**src/rtl/piano_pkg.sv**
```systemverilog
// Shared types and constants for the piano note recorder: entry layout, note codes, mode encoding.
// Helper functions turn a pressed-key vector into a note code and a note code back into a tone vector.
package piano_pkg;

    localparam int ENTRY_W = 16;
    localparam int CODE_W  = 5;
    localparam int DUR_W   = 11;
    localparam int KEYS    = 16;

    localparam logic [CODE_W-1:0] REST_CODE = 5'd16;
    localparam logic [DUR_W-1:0]  DUR_MAX   = 11'd2047;

    typedef enum logic [1:0] {
        ST_IDLE   = 2'd0,
        ST_RECORD = 2'd1,
        ST_PLAY   = 2'd2
    } state_t;

    typedef struct packed {
        logic [CODE_W-1:0] code;
        logic [DUR_W-1:0]  dur;
    } entry_t;

    // Lowest-numbered pressed key wins; REST when nothing is pressed.
    function automatic logic [CODE_W-1:0] note_code(input logic [KEYS-1:0] pressed);
        logic [CODE_W-1:0] code;
        code = REST_CODE;
        for (int i = KEYS - 1; i >= 0; i--) begin
            if (pressed[i]) code = CODE_W'(i);
        end
        return code;
    endfunction

    function automatic logic [KEYS-1:0] code_tone(input logic [CODE_W-1:0] code);
        logic [KEYS-1:0] t;
        t = '0;
        if (code != REST_CODE) t[code[3:0]] = 1'b1;
        return t;
    endfunction

endpackage

```
**src/rtl/piano_note_mem.sv**
```systemverilog
// Note storage: DEPTH x 16 single-write RAM with a registered read port (one cycle read latency).
module piano_note_mem
    import piano_pkg::*;
#(
    parameter int DEPTH = 32,
    parameter int AW    = $clog2(DEPTH)
) (
    input  logic               clk_in,
    input  logic               wr_en,
    input  logic [AW-1:0]      wr_addr,
    input  logic [ENTRY_W-1:0] wr_dat,
    input  logic [AW-1:0]      rd_addr,
    output logic [ENTRY_W-1:0] rd_dat
);

    logic [ENTRY_W-1:0] mem_q [DEPTH];
    logic [ENTRY_W-1:0] rd_dat_q;

    always_ff @(posedge clk_in) begin
        if (wr_en) mem_q[wr_addr] <= wr_dat;
        rd_dat_q <= mem_q[rd_addr];
    end

    assign rd_dat = rd_dat_q;

endmodule

```
**src/rtl/piano_recorder.sv**
```systemverilog
// Records debounced key changes as {code, duration-in-ticks} entries and plays them back to the beeper.
// Live keys pass through to the tone output whenever the recorder is not playing.
module piano_recorder
    import piano_pkg::*;
#(
    parameter int DEPTH    = 32,
    parameter int TICK_DIV = 120000
) (
    input  logic                   clk_in,
    input  logic                   rst_in,
    input  logic [15:0]            key_out,
    input  logic                   rec_start,
    input  logic                   play_start,
    input  logic                   stop,
    output logic [15:0]            tone,
    output logic                   tone_en,
    output logic [1:0]             mode,
    output logic [$clog2(DEPTH):0] rec_count,
    output logic                   full
);

    localparam int AW = $clog2(DEPTH);
    localparam int CW = AW + 1;
    localparam int TW = $clog2(TICK_DIV + 1);

    state_t            state_q, state_d;
    logic [TW-1:0]     tick_cnt_q, tick_cnt_d;
    logic [DUR_W-1:0]  dur_q, dur_d;
    logic [DUR_W-1:0]  rem_q, rem_d;
    logic [CODE_W-1:0] cur_code_q, cur_code_d;
    logic              started_q, started_d;
    logic [CW-1:0]     rec_count_q, rec_count_d;
    logic [CW-1:0]     play_idx_q, play_idx_d;
    logic              play_wait_q, play_wait_d;
    logic [15:0]       tone_q, tone_d;
    logic              tone_en_q, tone_en_d;
    logic              full_q, full_d;

    logic              tick;
    logic [CODE_W-1:0] live_code;
    logic              mem_we;
    entry_t            wr_entry;
    logic [ENTRY_W-1:0] rd_dat;
    entry_t            rd_entry;

    assign tick      = (tick_cnt_q == TW'(TICK_DIV - 1));
    assign live_code = note_code(~key_out);
    assign rd_entry  = rd_dat;

    always_comb begin
        state_d     = state_q;
        tick_cnt_d  = tick ? '0 : tick_cnt_q + TW'(1);
        dur_d       = dur_q;
        rem_d       = rem_q;
        cur_code_d  = cur_code_q;
        started_d   = started_q;
        rec_count_d = rec_count_q;
        play_idx_d  = play_idx_q;
        play_wait_d = 1'b0;
        tone_d      = ~key_out;
        mem_we      = 1'b0;
        wr_entry.code = cur_code_q;
        wr_entry.dur  = (dur_q == '0) ? DUR_W'(1) : dur_q;

        case (state_q)
            ST_IDLE: begin
                tick_cnt_d = '0;
                if (stop) begin
                    state_d = ST_IDLE;
                end else if (rec_start) begin
                    state_d     = ST_RECORD;
                    rec_count_d = '0;
                    cur_code_d  = REST_CODE;
                    started_d   = 1'b0;
                    dur_d       = '0;
                end else if (play_start && rec_count_q != '0) begin
                    state_d     = ST_PLAY;
                    play_idx_d  = '0;
                    play_wait_d = 1'b1;
                end
            end
            ST_RECORD: begin
                dur_d = (tick && dur_q != DUR_MAX) ? dur_q + DUR_W'(1) : dur_q;
                if (stop) begin
                    state_d = ST_IDLE;
                    if (cur_code_q != REST_CODE) begin
                        mem_we      = 1'b1;
                        rec_count_d = rec_count_q + CW'(1);
                    end
                end else if (live_code != cur_code_q) begin
                    cur_code_d = live_code;
                    dur_d      = tick ? DUR_W'(1) : '0;
                    started_d  = 1'b1;
                    // The change cycle before the first key press only ends the leading rest.
                    if (started_q) begin
                        mem_we      = 1'b1;
                        rec_count_d = rec_count_q + CW'(1);
                        if (rec_count_q == CW'(DEPTH - 1)) state_d = ST_IDLE;
                    end
                end
            end
            ST_PLAY: begin
                tone_d = tone_q;
                if (stop) begin
                    state_d = ST_IDLE;
                    tone_d  = '0;
                end else if (play_wait_q || (tick && rem_q == DUR_W'(1))) begin
                    if (play_idx_q == rec_count_q) begin
                        state_d = ST_IDLE;
                        tone_d  = ~key_out;
                    end else begin
                        // Loading restarts the tick phase so the first entry gets whole ticks.
                        tone_d     = code_tone(rd_entry.code);
                        rem_d      = rd_entry.dur;
                        play_idx_d = play_idx_q + CW'(1);
                        tick_cnt_d = '0;
                    end
                end else if (tick) begin
                    rem_d = rem_q - DUR_W'(1);
                end
            end
            default: state_d = ST_IDLE;
        endcase

        if (state_d != state_q) tick_cnt_d = '0;
        tone_en_d = |tone_d;
        full_d    = (rec_count_d == CW'(DEPTH));
    end

    always_ff @(posedge clk_in) begin
        if (rst_in) begin
            state_q     <= ST_IDLE;
            tick_cnt_q  <= '0;
            dur_q       <= '0;
            rem_q       <= '0;
            cur_code_q  <= REST_CODE;
            started_q   <= 1'b0;
            rec_count_q <= '0;
            play_idx_q  <= '0;
            play_wait_q <= 1'b0;
            tone_q      <= '0;
            tone_en_q   <= 1'b0;
            full_q      <= 1'b0;
        end else begin
            state_q     <= state_d;
            tick_cnt_q  <= tick_cnt_d;
            dur_q       <= dur_d;
            rem_q       <= rem_d;
            cur_code_q  <= cur_code_d;
            started_q   <= started_d;
            rec_count_q <= rec_count_d;
            play_idx_q  <= play_idx_d;
            play_wait_q <= play_wait_d;
            tone_q      <= tone_d;
            tone_en_q   <= tone_en_d;
            full_q      <= full_d;
        end
    end

    piano_note_mem #(
        .DEPTH (DEPTH),
        .AW    (AW)
    ) u_mem (
        .clk_in  (clk_in),
        .wr_en   (mem_we),
        .wr_addr (rec_count_q[AW-1:0]),
        .wr_dat  (wr_entry),
        .rd_addr (play_idx_d[AW-1:0]),
        .rd_dat  (rd_dat)
    );

    assign tone      = tone_q;
    assign tone_en   = tone_en_q;
    assign mode      = state_q;
    assign rec_count = rec_count_q;
    assign full      = full_q;

endmodule

```
**config.mk**
```make
export PLATFORM = sky130hd
export DESIGN_NAME = piano_recorder
export DESIGN_NICKNAME = d
export VERILOG_FILES = /design/src/rtl/piano_pkg.sv /design/src/rtl/piano_note_mem.sv /design/src/rtl/piano_recorder.sv
export SDC_FILE = /design/constraint.sdc
export NUM_CORES = 1
export LEC_CHECK = 0
export ABC_AREA = 1
export CAP_MARGIN = 20
export CORE_MARGIN = 10
export CORE_UTILIZATION = 30
export CTS_BUF_LIST = sky130_fd_sc_hd__clkbuf_4
export DETAILED_ROUTE_END_ITERATION = 8
export PLACE_DENSITY_LB_ADDON = 0.08
export SYNTH_ARGS = -nofsm -noshare
export SYNTH_HDL_FRONTEND = slang
export SYNTH_SLANG_ARGS = --single-unit
```
**constraint.sdc**
```tcl
create_clock -name clk_in -period 3.1 [get_ports clk_in]
set_input_delay 0.465 -clock clk_in [delete_from_list [all_inputs] [get_ports clk_in]]
set_output_delay 0.465 -clock clk_in [all_outputs]
set_load 0.05 [all_outputs]
```
== Word level (Yosys, flattened, before mapping) ==
Memory sizes are Yosys's and may differ from the RTL's. A register that Yosys moved wholly into a read port is not among the register bits.
Index checks and enable logic that the tools add are counted.
W data, S select, Z words.

* Register bits after elaboration: 78
* Bits in latches: 0
* Memory bits (writable): 512
* ROM bits: 0
* Input bits: 21
* Output and inout port bits: 26
* Word-level logic and storage cells: 146
* Memories: 1

* Add/subtract/negate cells: 5
* Multiply operators: 0
* Div/mod/pow operators: 0
* $lt $le $gt $ge: 2
* Equality and inequality tests: 22
* Shift operators: 0
* Muxes and demuxes: 82
* Bitwise operators: 3
* Reductions and logical operators: 18

{| class="wikitable"
|+ Memories
! name !! depth !! bits a word !! read ports !! clocked after memory_dff !! write ports !! line !! text
|-
| u_mem.mem_q || 32 || 16 || 1 || 1 || 1 || piano_note_mem.sv:16 || <nowiki>logic [ENTRY_W-1:0] mem_q [DEPTH];</nowiki>
|}

{| class="wikitable"
|+ Operators with widths
! cell !! count
|-
| $mux W5 || 20
|-
| $mux W11 || 9
|-
| $mux W16 || 5
|-
| $mux W6 || 12
|-
| $mux W17 || 4
|-
| $pmux W17 S2 || 1
|-
| $pmux W6 S2 || 2
|-
| $pmux W11 S2 || 1
|-
| $mux W2 || 10
|-
| $ne A2 B2 Y1 const B || 10
|-
| $add A17 B1 Y17 const B || 1
|-
| $eq A17 B17 Y1 const B || 1
|-
| $not A16 Y16 || 1
|-
| $reduce_or A16 Y1 || 1
|-
| $mux W1 || 14
|-
| $add A6 B1 Y6 const B || 2
|-
| $add A11 B1 Y11 const B || 1
|-
| $eq A11 B1 Y1 const B || 1
|-
| $logic_not A11 Y1 || 1
|-
| $ne A11 B11 Y1 const B || 1
|-
| $sub A11 B1 Y11 const B || 1
|-
| $ne A5 B5 Y1 const B || 2
|-
| $pmux W5 S2 || 1
|-
| $reduce_and A7 Y1 || 1
|-
| other kinds (23) || 29
|}

== Logic depth before layout (Yosys ltp) ==
Gate-level depths: netlist of run 1.

* Word-level depth: 23
* Depth in mapped cells: 26
* Gate-level depth less buffers: 26

== Hierarchy ==
Synthesis of run 1 repeated with hierarchy kept, for this count alone.

* Cells, all modules: 2541
* Area total of the unflattened synthesis: 26191.4 um2

{| class="wikitable"
|+ By module, submodules not included
! module !! times used !! cells an instance !! area each (um2) !! sequential area each (um2)
|-
| piano_note_mem || 1 || 1794 || 21301.7 || 15695.1
|-
| piano_recorder || 1 || 747 || 4889.7 || 1561.5
|}

== Worst setup path before layout of run 1 ==
No wires, ideal clock.

* Path type: input-to-reg
* Start point: in key_out[15]
* End point: mem u_mem.mem_q[0][0] (enable)
* Library setup time: 0.388 ns
* Data arrival time: 2.664 ns
* Data required time: 2.712 ns
* Setup slack: 0.048 ns
* Stages: 21
* Path buffers: 0
* Cell sequence: inv_1 nand2_1 nand2_1 nand2_1 nand2_1 nand2_1 nand2_1 nand2_1 nand2_1 nand2_1 nand2_1 nand2_1 nand2_1 nand2_1 nand2_1 nand3_1 nand3_2 a21oi_1 nor3_2 nand2_1 nor2_1

* Cells in the longest elaborated chain, start to end: 23

{| class="wikitable"
|+ RTL lines
! what !! line !! text
|-
| from (decl) || piano_recorder.sv:11 || <nowiki>input logic [15:0] key_out,</nowiki>
|-
| $not A16 Y16 || piano_recorder.sv:47 || <nowiki>assign live_code = note_code(~key_out);</nowiki>
|-
| $mux W5 (16 in a row) || piano_pkg.sv:29 || <nowiki>if (pressed[i]) code = CODE_W'(i);</nowiki>
|-
| $ne A5 B5 Y1 || piano_recorder.sv:90 || <nowiki>end else if (live_code != cur_code_q) begin</nowiki>
|-
| $mux W1 || piano_recorder.sv:90 ||
|-
| $mux W1 || piano_recorder.sv:84 || <nowiki>if (stop) begin</nowiki>
|-
| $mux W1 || piano_recorder.sv:65 || <nowiki>case (state_q)</nowiki>
|-
| $mux W1 || piano_note_mem.sv:20 || <nowiki>if (wr_en) mem_q[wr_addr] <= wr_dat;</nowiki>
|-
| $mux W1 (implied by the code) || piano_note_mem.sv:20 ||
|-
| to (decl) || piano_note_mem.sv:16 ||
|}

No other way between the ends.

== Final worst setup path of run 1 ==
* Start point: reg tick_cnt_q[1]
* End point: reg u_mem.rd_dat_q[0] (netlist: u_mem.rd_dat[0]), read port of u_mem.mem_q

* Cells in the longest elaborated chain, start to end: 6

{| class="wikitable"
|+ RTL lines
! what !! line !! text
|-
| from (decl) || piano_recorder.sv:27 || <nowiki>logic [TW-1:0] tick_cnt_q, tick_cnt_d;</nowiki>
|-
| from (signal assigned) || piano_recorder.sv:146 || <nowiki>tick_cnt_q <= tick_cnt_d;</nowiki>
|-
| $eq A17 B17 Y1 || piano_recorder.sv:46 || <nowiki>assign tick = (tick_cnt_q == TW'(TICK_DIV - 1));</nowiki>
|-
| $logic_and A1 B1 Y1 || piano_recorder.sv:107 || <nowiki>end else if (play_wait_q || (tick && rem_q == DUR_W'(1))) begin</nowiki>
|-
| $logic_or A1 B1 Y1 || piano_recorder.sv:107 ||
|-
| $mux W6 || piano_recorder.sv:107 ||
|-
| $mux W6 || piano_recorder.sv:104 || <nowiki>if (stop) begin</nowiki>
|-
| $pmux W6 S2 || piano_recorder.sv:65 ||
|-
| to (decl) || piano_note_mem.sv:17 || <nowiki>logic [ENTRY_W-1:0] rd_dat_q;</nowiki>
|}

No other way between the ends. The select of a mux whose other input is x is not followed.
A chain may end at the register's enable or synchronous reset.

==> results of run 1 <==
how the worst max path moves through the flow:
stage                       start             endpoint  slack [ps]  cells after the start
finish              tick_cnt_q[1]      u_mem.rd_dat[0]          50                     20
global route        tick_cnt_q[1]      u_mem.rd_dat[0]         -90                     21
CTS                 tick_cnt_q[0]     u_mem.rd_dat[13]         -30                     19
detailed placement    key_out[12]  u_mem.mem_q[19][13]        -640                     17
global placement      key_out[12]  u_mem.mem_q[19][12]        -640                     17
floorplan             key_out[15]    u_mem.mem_q[0][0]          50                     21
flip-flops by register name, summed over array words and instances, names as in the netlist:
name          count
rec_count         6
mode              2
cur_code_q        5
rem_q            11
play_idx_q        6
tone             16
dur_q            11
u_mem.rd_dat     16
play_wait_q       1
tone_en           1
tick_cnt_q       17
u_mem.mem_q     512
full              1
started_q         1
placed cells by master (no fill, tap or decap), drive strengths merged, types with 7 or more instances in the layout:
cell type	count
clkinv	45
nor2	161
o21ai	53
o221ai	8
clkdlybuf4s50	43
xor2	13
nand2	780
nand3	518
buf	292
or2	10
a221oi	7
dfxtp	94
ha	10
a21oi	23
clkbuf	258
nand3b	116
a31oi	8
inv	222
a211oi	7
nand4	24
nor3	15
nor4	8
edfxtp	512
cells by family after synthesis:
group           count (synthesis)  synth area share
simple gates                 1633             0.272
flops                         606             0.631
buf+inv                       386            0.0591
compound gates                121            0.0270
xor+xnor                       19           0.00609
fa+ha+maj                      10           0.00458
stage by stage:
stage          hold WS (ps)  instance area (um^2)  TNS, ps
5_1_grt                 215                 34600     -743
3_3_place_gp            466                 31200  -289510
6_report                261                 34600        0
4_1_cts                 128                 33600     -101
2_1_floorplan           439                 27300        0
3_5_place_dp            475                 31200  -293190
tightest hold or removal path: stages:
cell and delay [ps]:
clkdlybuf4s50_1 440, buf_4 170, nand2_1 80, o22ai_1 90
timing repair:
action	4_1_cts	5_1_grt
buffers inserted	1	24
gates resized for setup	33	111
setup endpoints to repair	23	23
cloned	3	11
pin swaps	3	28
power by group:
part / total, uW / leakage [uW] / internal, uW / switching (uW)
clock network: 7190 / 0.00126 / 3740 / 3450
logic: 1750 / 0.00700 / 677 / 1070
registers: 8810 / 0.00598 / 8780 / 31.8
cells in the mapped netlist, types with 2 or more instances:
master,instances
a211oi_1,7
a21oi_1,23
a221oi_1,7
a31oi_1,8
buf_2,88
buf_4,11
buf_6,2
clkbuf_1,62
clkinv_1,4
dfxtp_1,94
edfxtp_1,512
ha_1,10
inv_1,209
inv_2,9
nand2_1,775
nand2_4,2
nand3_1,514
nand3_2,3
nand3b_1,116
nand4_1,24
nor2_1,159
nor3_1,12
nor3_2,3
nor4_1,7
o211ai_1,5
o21ai_0,52
o221ai_1,8
o22ai_1,6
or2_1,2
or2_2,8
xnor2_1,6
xor2_1,13
routing by layer:
metal	up-vias	wire length (um)	track usage
li1	10300	-	-
met2	658	45400	0.290
met1	10500	44500	0.240
met3	134	5350	0.0334
met5	-	0	0
met4	0	2560	0.0687
area by class of cell:
cell class	count	area, um^2	share of cell area
clock inverter	50	244	0.00706
antenna	4	10.0	0.000289
multi-input combinational	1785	9020	0.261
tap	1176	1470	0.0426
sequential	606	17300	0.499
timing repair buffer	350	3870	0.112
clock buffer	248	1860	0.0538
inverter	222	845	0.0244
==> metrics.txt, run 1 <==
Final Max Tran Viols 0; sequential cell area fraction in the yosys report 0.631; CTS tree yes; Initial Util 0.303; nets@finish 3,168; maximum vdd drop 0.250 mV; final core utilization 0.384; r2r endpoint u_mem.rd_dat[0]; largest fanout on the critical path 10; Final Hold Violating Endpoints 0; post-synth top area cell edfxtp_1; worst path arrival time 3980 ps; first-pass GRT wire length 138,000 um; critical path class reg2reg; Ports 47; RSZ-0062 raised after global routing yes; Initial DRC Count 1,939; placed cells 4,100; final std cells w/o fill 4,441; crit path cell chain ha_4 > nand3_4 > nor3b_4 > and2_4 > nand2_2 > nand2_4 > nand3_4 > nand2_2 > nand3_4 > nand2_8 > buf_4 > bufbuf_16 > buf_6 > nand3b_1 > nand3_1 > nand3_1 > nand3_1 > nand2_1 > nand2_1 > nand2_1; drt pass-1 iters 7; die height 322 um; synth unique cells 46; Die ar. a little over 100,000 um^2; gpl congestion 0.852; pre-CTS setup slack -637 ps; Hold/Removal Path Class in2reg; R2R cell count 20; DRT Wirelength around 100,000 um; Layout area overhead 26.5%; cells after synthesis 2,775; fraction of registers with async set/reset 0; initial antenna violation count 1; synthesized flop and latch total 606; # fillers 8,953; Core Footprint between 90,000 and 100,000 um^2; max_cap viols 0; layout cell share with drive strength beyond 1 0.220; RR Startpoint tick_cnt_q[1]; Synth Flop Type edfxtp_1; WL/cell 22.0 um; Num Clock Sinks between 600 and 700; Chip Width 322 um; Req. time, crit path 4030 ps; Crit path largest cell delay 350 ps; Leak 0.0142 uW; HPWL Detailed 59,700 um; crit start category flop; clk_skew around 78 ps; hold path cells 4; CTS max path bufs 3; EDFF count, synth 512; worst path buffer plus inverter count 3; DRT antenna net count 0; hold_buf cts 0; max_slew headroom 0.412; Synthesis Warnings 0; fin crit period roughly 3000 ps; hold endpoint cur_code_q[0]; CTS Buf Count 172; GRT Total Usage 0.181; PwrDens 513 nW/um^2; synthesized area 27,300 um^2; Worst setup EP type flop; vias per inst slightly below 5; Least-Margin Pin Slew 879 ps; Synthesized Nets 2,806; R2R setup slack 50 ps; Final Setup Violations 0; Max Fclk 328 MHz; CTS clock-pin slew for the worst setup and hold paths 60 ps; Synth top area share 0.562; total grt overflow 0; largest net degree at the start of global routing 66; DRC violations left 0; vias in the first global route ~21,000; # rows 110; port bufs 46; CTS H-tree lvls 4; critical path's top delay family simple AND/OR/NAND/NOR gates; clk_lat worst skew 1040 ps; CTS root buffer clkbuf_4; Tot Pwr 17,700 uW; outcome finished clean; detailed-route via count 21,700; fin crit share 0.982; Syn Area/Cell just under 10 um^2; Final Worst Setup Slack 54.3 ps; Area contributors post-synth edfxtp_1, nand2_1, nand3_1; hold path start key_out[0]; Slowest cell on crit path dfxtp_2
Note: power is estimated with default switching activity, not from simulation.
==> run 2: changes to the inputs <==
--- a/config.mk
+++ b/config.mk
@@ -9,6 +9,6 @@
 export CAP_MARGIN = 20
 export CORE_MARGIN = 10
-export CORE_UTILIZATION = 30
-export CTS_BUF_LIST = sky130_fd_sc_hd__clkbuf_4
+export CORE_UTILIZATION = 44
+export CTS_BUF_LIST = sky130_fd_sc_hd__clkbuf_8
 export DETAILED_ROUTE_END_ITERATION = 8
 export PLACE_DENSITY_LB_ADDON = 0.08
==> constraint.sdc (replaced) <==
create_clock -name clk_in -period 3.1 [get_ports clk_in]
set_input_delay 0.775 -clock clk_in [delete_from_list [all_inputs] [get_ports clk_in]]
set_output_delay 0.775 -clock clk_in [all_outputs]
set_load 0.05 [all_outputs]
==> metrics.txt, run 2 (synthesis gave the netlist of run 1 again) <==
outcome finished clean; crit start category flop; hold path cells 2 (-2); worst path buffer plus inverter count 5 (+2); hold path start u_mem.rd_dat[5]; Setup TNS Final 0 ps (unchanged); GRT Total Usage 0.235 (+0.0545); DRT antenna net count 0 (unchanged); Final Max Tran Viols 0 (unchanged); # rows 91 (-17%); Clock power frac 0.396 (-0.009); max_cap viols 0 (unchanged); Num Clock Sinks 606 (unchanged); largest registers u_mem.mem_q (512), tick_cnt_q (17); Die ar. 72,500 um^2 (-30%); Worst path depth 21 (+5.0%); critical path class reg2reg; worst path arrival time 3660 ps (-320 ps); switching pwr 4320 uW (-5.1%); DR WL met3 6380 um (+19%); WL/cell 22.7 um (+3.0%); port bufs 46 (unchanged); R2R cell count 21 (+5.0%); Chip Width 269 um (-16%); number of flip-flops under the largest register name 512 (unchanged); fin crit share 0.970 (-0.0125); Final Setup Violations 0 (unchanged); critical path's most frequent cell nand2_1; final core utilization 0.548 (+0.165); CTS root buffer clkbuf_8; Core Footprint 61,600 um^2 (-32%); DRT Wirelength 89,200 um (-8.8%); detailed-route via count 21,400 (-1.0%); Worst setup EP type flop; hold endpoint rem_q[5]; r2r endpoint u_mem.rd_dat[1]; crit path cell chain ha_4 > nand3_4 > nor3b_4 > and2_4 > nand2_2 > nand2_4 > nand3_4 > buf_6 > nor2_4 > inv_2 > nand2_2 > o211ai_4 > buf_12 > inv_8 > buf_12 > nand2_1 > nand3_1 > nand3_1 > nand2_1 > nand2_1 > nand2_1; Initial DRC Count 2,263 (+17%); vias per inst 5.45 (+12%); clk_lat worst skew 720 ps (-320 ps); critical path's top delay family simple AND/OR/NAND/NOR gates; switch share 0.252 (-0.00483); Final Hold Violating Endpoints 0 (unchanged); maximum vdd drop 0.288 mV (+15%); Int Power 12,800 uW (-2.7%); Reg power frac 0.514 (+0.018); drt pass-1 iters 6 (-1); Hold/Removal Path Class reg2reg; Least-Margin Pin Slew 836 ps (-42.6 ps); Routed met2 length 40,800 um (-10%); PwrDens 508 nW/um^2 (-1.0%); HPWL Detailed 54,900 um (-8.1%); Crit path largest cell delay 360 ps (about the same); die height 269 um (-16%); R2R setup slack 90 ps (+40 ps); CTS max path bufs 3 (unchanged); fin crit period 3010 ps (-38.8 ps); layout cell share with drive strength beyond 1 0.182 (-0.0377); Most flops, register u_mem.mem_q; most frequent cells in the layout nand2_1, edfxtp_1, nand3_1; CTS clock-pin slew for the worst setup and hold paths 60 ps (about the same); Layout area overhead 23.6%; Req. time, crit path 3750 ps (-280 ps); vias in the first global route 20,700 (-3.7%); first-pass GRT wire length 130,000 um (-6.3%); clk_skew 55.6 ps (-22.7 ps); max_slew headroom 0.440 (+0.0285); RR Startpoint tick_cnt_q[0]; CTS Buf Count 103 (-40%); commonest non-fill, non-tap cell in the layout nand2_1; highest metal used met4; CTS H-tree lvls 3 (-1); RSZ-0062 raised after global routing yes; gpl congestion 0.975 (+15%); largest fanout on the critical path 13 (+3); DRC violations left 0 (unchanged); largest net degree at the start of global routing 89 (+35%); Leak 0.0139 uW (-2.1%); initial antenna violation count 2 (+1); Ports 47 (unchanged); Max Fclk 333 MHz (+1.3%); total grt overflow 0 (unchanged); part of the power in combinational logic 0.090 (-0.008); ANT cells 0 (-4); CTS tree yes; Slowest cell on crit path dfxtp_4; nets@finish 3,048 (-3.8%); Met1 Wirelength 38,800 um (-13%); Initial Util 0.444 (+0.141); crit path from tick_cnt_q[0]
## run 2: cell count changes in the layout (fill, tap and decap cells not counted), sizes merged, moves of 4 or more
cell,delta
clkbuf,-131
buf,-49
inv,+32
clkinv,-15
dlymetal6s2s,+6
diode,-4
## run 2: final cells by class
type | instances | area, um^2
Inverter | 222 | 845
Clock buffer | 117 | 1610
Fill cell | 5375 | 27800
Sequential cell | 606 | 17300
Timing Repair Buffer | 299 | 3540
Multi-Input combinational cell | 1785 | 9160
Tap cell | 837 | 1050
Clock inverter | 67 | 324
## run 2: worst max-delay path by stage
stage | slack, ps | endpoint
floorplan | -110 | u_mem.mem_q[0][0]
global route | -40 | u_mem.rd_dat[1]
global placement | -1170 | u_mem.mem_q[12][0]
detailed placement | -1140 | u_mem.mem_q[20][7]
finish | 90 | u_mem.rd_dat[1]
CTS | 10 | u_mem.rd_dat[13]
## run 2: per-stage QoR
stage	cell area, um^2	setup WS [ps]	power, uW	hold slack [ps]	instances
finish	33800	93.1	17200	482	3933
global placement	30600	-1170	10400	462	3714
global route	33800	-39.6	17800	511	3933
detailed placement	30600	-1140	10400	477	3714
floorplan	27400	-112	9810	439	2775
CTS	33000	10.2	17200	487	3911
## run 2: tightest hold or removal path, stage by stage (launching register included)
cell	delay [ps]
dfxtp_1	310
a211oi_1	60
nor2_1	80
## run 2: power by group through the flow
stage / logic, uW / clock network, uW / registers [uW]
detailed placement: 1400 / 0 / 8980
finish: 1550 / 6800 / 8810
global route: 1670 / 7330 / 8810
global placement: 1400 / 0 / 8980
CTS: 1440 / 6940 / 8810
floorplan: 783 / 0 / 9030
## run 2: timing repair
item | 4_1_cts | 5_1_grt
resized for setup | 64 | 96
gates cloned | 4 | 11
endpoints found under the hold margin | 0 | 0
pin swaps | 11 | 30
hold buffers | 0 | 0
buffers inserted | 9 | 11
setup endpoints to repair | 532 | 536
## run 2: per-layer routing
layer | up-vias | track usage
met4 | 0 | 0.0948
li1 | 9979 | -
met1 | 10400 | 0.318
met2 | 879 | 0.373
met3 | 168 | 0.0387
met5 | - | 0
